--- config.mk ---
export PLATFORM = sky130hd
export DESIGN_NAME = axis_ready_shaper
export DESIGN_NICKNAME = d
export VERILOG_FILES = /design/src/rtl/axis_ready_shaper.sv
export SDC_FILE = /design/constraint.sdc
export NUM_CORES = 1
export LEC_CHECK = 0
export ABC_CLOCK_PERIOD_IN_PS = 800
export CORE_UTILIZATION = 48
export DETAILED_ROUTE_END_ITERATION = 10
export PLACE_DENSITY_LB_ADDON = 0.2
export SLEW_MARGIN = 5
export SYNTH_ARGS = -nofsm -noshare
export SYNTH_HDL_FRONTEND = slang
export SYNTH_SLANG_ARGS = --single-unit
export TNS_END_PERCENT = 30
--- constraint.sdc ---
create_clock -name aclk -period 0.8 [get_ports aclk]
set_input_delay 0.2 -clock aclk [delete_from_list [all_inputs] [get_ports aclk]]
set_output_delay 0.2 -clock aclk [all_outputs]
set_load 0.05 [all_outputs]
--- src/rtl/axis_ready_shaper.sv ---
// Back-pressure generator: a rotating pattern register gated by enable drives tready.
module axis_ready_shaper #(
    parameter logic [31:0] READY_PAT = 32'hFFFF_FFFF
) (
    input  logic aclk,
    input  logic aresetn,
    input  logic enable,
    output logic tready
);

    logic [31:0] pat;

    // Pattern rotates right every clock regardless of handshakes; tready is registered
    always_ff @(posedge aclk or negedge aresetn) begin
        if (!aresetn) begin
            pat    <= READY_PAT;
            tready <= 1'b0;
        end else begin
            pat    <= {pat[0], pat[31:1]};
            tready <= enable & pat[0];
        end
    end

endmodule

After elaboration in Yosys (flattened, before gate mapping)
Cells that the tools add are included.
W data, S select, Z words.
Word-level totals
  register bits after elaboration: 33
  input port bits: 3
  output and inout bits: 1
  word-level logic and storage cells: 3
Cells by class
  bitwise operators: 1
Operators with widths (number)
  $and A1 B1 Y1: 1

Logic depth before layout (Yosys ltp)
Gate-level depths: netlist (run 1).
  word-level depth: 1
  mapped depth: 1

Worst setup path before layout (run 1)
Ideal clock, no wire load.
  kind: reg-to-output
  start point: reg tready
  end point: out tready
  arrival: 586 ps
  data required time: 600 ps
  path slack: 14 ps
  cell stages (with the launch flop): 1
  buffers on the path: 0
  path through: dfrtp_1
RTL lines
  start: declaration: RTL line 8  | output logic tready
  start signal: assignment: RTL line 20  | tready <= enable & pat[0];
No word-level cell between the ends.

Worst setup path after layout (run 1)
  start point: reg tready
  end point: out tready
No word-level cell between the ends.

==> results of run 1 <==
==> report_power, final <==
group / internal, mW / total [mW] / switching [mW]
clock: 0.334 / 0.805 / 0.471
sequential: 1.68 / 1.68 / 0
combinational: 0.0184 / 0.0479 / 0.0295
==> per-layer routing <==
| metal | track usage (%) | vias up | wire, µm |
|---|---|---|---|
| met2 | 14.7 | 5 | 437 |
| met1 | 15.2 | 158 | 463 |
| met5 | 0 | - | 0 |
| met3 | 9.80 | 2 | 35 |
| li1 | - | 125 | - |
| met4 | 10.9 | 0 | 15 |
==> Yosys cell counts, drive strengths merged <==
library cell   n
dfrtp          1
dfstp         32
and2           1
==> cells by family (layout without fill, tap and decap cells) <==
group / after synthesis / in the layout
flip-flops: 33 / 33
buffers and inverters: 0 / 12
AND/OR/NAND/NOR: 1 / 1
==> registers in the layout, summed over array words and instances, names as in the netlist <==
name / flops
pat: 32
tready: 1
==> final cells by class <==
class / count / area, µm²
Sequential cell: 33 / 866
Fill cell: 123 / 693
Timing Repair Buffer: 4 / 60.1
Clock buffer: 6 / 41.3
Tap cell: 25 / 31.3
Clock inverter: 2 / 10.0
Multi-Input combinational cell: 1 / 6.26
==> final timing paths <==
path	end	depth (start not counted)	slack [ns]	from
setup / recovery	tready	1	-0.28	tready
hold / removal	tready	2	0.24	aresetn
setup reg to reg	tready	1	0.10	pat[0]
hold reg to reg	pat[6]	0	0.35	pat[7]
max in group asynchronous	pat[27]	2	0.32	aresetn
min in group aclk	pat[6]	0	0.35	pat[7]
==> through the flow <==
stage	utilization, %	hold slack (ns)	instance area, µm²
after detailed placement	56.4	0.347	963
final	59.4	0.237	1010
after floorplan	-	-0.0956	872
after global routing	59.4	0.248	1010
after global placement	56.4	0.346	963
after CTS	59.4	0.219	1010
==> repair_timing <==
item	in CTS	in global routing
pin swaps	0	0
hold endpoints to repair	0	0
endpoints found under the setup margin	1	1
==> metrics.txt, run 1 <==
pre-CTS WS -0.0532 ns; first-pass GRT wire length 1470 µm; Layout area overhead 16.4%; cells taking the most area after synthesis dfstp_2 96%, dfrtp_1 2.9%, and2_1 0.72%; violated checks setup timing; Skew-Pair Late Insertion Delay just over 0.3 ns; Die W ~45 µm; post-route setup slack -0.282 ns; RSZ-0062 raised after global routing true; setup violators final 1; # diodes 0; H-tree level count 2; Inst Count DP 63; Longest Clk Path Bufs 2; status complete, but fails checks; Synth Warn # 0; most common cell after layout, fill and taps aside dfstp_2; row count 15; Leakage Power 0.404 nW; Worst VDD drop approximately 1.2 mV; initial antenna violation count 0; fin. max-slew vios 0; Max Freq 0.924 GHz; Remaining DRCs 0; Synth Area in Compound Gates 0%; CTS tree done; IO Port Bufs 3; slowest library cell on the worst path dfrtp_1; post-CTS sizing 0; Hold Path Class in -> async; Setup CP Type reg -> out; crit start category flip-flop; gr usage total approximately 13%; dominant cell type by area after synthesis dfstp_2; CTS sink cnt 33; first-iteration detailed-routing DRC count 0; CP max FO 1; WP data required 0.60 ns; post-synth top area share 96.4%; die height around 45 µm; post-DR wirelength/cell between 10 and 15 µm; final std cells w/o fill 71; TNS Setup -0.282 ns; CTS clock-pin slew for the worst setup and hold paths roughly 0.09 ns; syn avg cell area between 20 and 30 µm²; Clock Skew roughly 0.0096 ns; relative slew slack between 80% and 90%; Overflow after GRT 0; CORE AREA approximately 1700 µm²; Simple-Gate Fraction of Synth Area less than 1%; synthesized instance count 34; largest net degree at the start of global routing 34; Worst EP arrival 0.88 ns; number of CTS-inserted buffers 5; Routed WL around 950 µm; Initial Utilization 51.1%; pwr dens 2490 nW/µm²; Unique masters post-synth 3; sequential fraction of the synthesis area between 90% and 100%; CP top delay family flip-flops; post-synth net total 37; CTS Hold Buffers Added 0; commonest non-fill, non-tap cells in the layout 32 x dfstp_2, 5 x clkbuf_4, 2 x clkinv_2, 2 x clkdlybuf4s50_1, 2 x buf_12; num ports 4; Final Power around 2.5 mW; mux share of post-synthesis cell area 0%; Antenna Violating Nets Remaining 0; Pre-Repair DR Iteration Count 1; layout cell share with drive strength beyond 1 about nine tenths; Via density 4.08; cell area after synthesis roughly 870 µm²; main combinational cell family by area after synthesis simple AND/OR/NAND/NOR gates; worst slew pin tran 0.159 ns; Max-Cap Viols 0; CTS root buf clkbuf_4; Synth Area in Adders 0%; Worst path max stage delay 0.41 ns; Synth Register Bits 33; gp weighted congestion 0.696; nets between 40 and 50; Via Count 290; Critical path buffers and inverters 1; Setup Buffers After CTS 0; Final Hold Viols 0; Final Cycle Share 135%; vias in the first global route approximately 300; worst-path cell chain buf_12; CP Capture Type primary output; crit path time final 1.08 ns; DIE AREA between 1500 and 2000 µm²; xor-xnor portion of the synthesized cell area 0%
Note: power is estimated with default switching activity, not from simulation.
==> inputs of run 2 (changes only) <==
--- a/config.mk
+++ b/config.mk
@@ -5,7 +5,6 @@
 export SDC_FILE = /design/constraint.sdc
 export NUM_CORES = 1
 export LEC_CHECK = 0
-export ABC_CLOCK_PERIOD_IN_PS = 800
 export CORE_UTILIZATION = 48
 export DETAILED_ROUTE_END_ITERATION = 10
 export PLACE_DENSITY_LB_ADDON = 0.2
==> results of run 2 <==
Final layout, timing and power as in run 1 (identical DEF).
==> inputs of run 3 (changes only) <==
--- a/config.mk
+++ b/config.mk
@@ -6,6 +6,7 @@
 export NUM_CORES = 1
 export LEC_CHECK = 0
 export CORE_UTILIZATION = 48
+export CTS_CLUSTER_SIZE = 25
 export DETAILED_ROUTE_END_ITERATION = 10
 export PLACE_DENSITY_LB_ADDON = 0.2
 export SLEW_MARGIN = 5
==> results of run 3 <==
Final layout, timing and power as in run 1 (identical DEF).
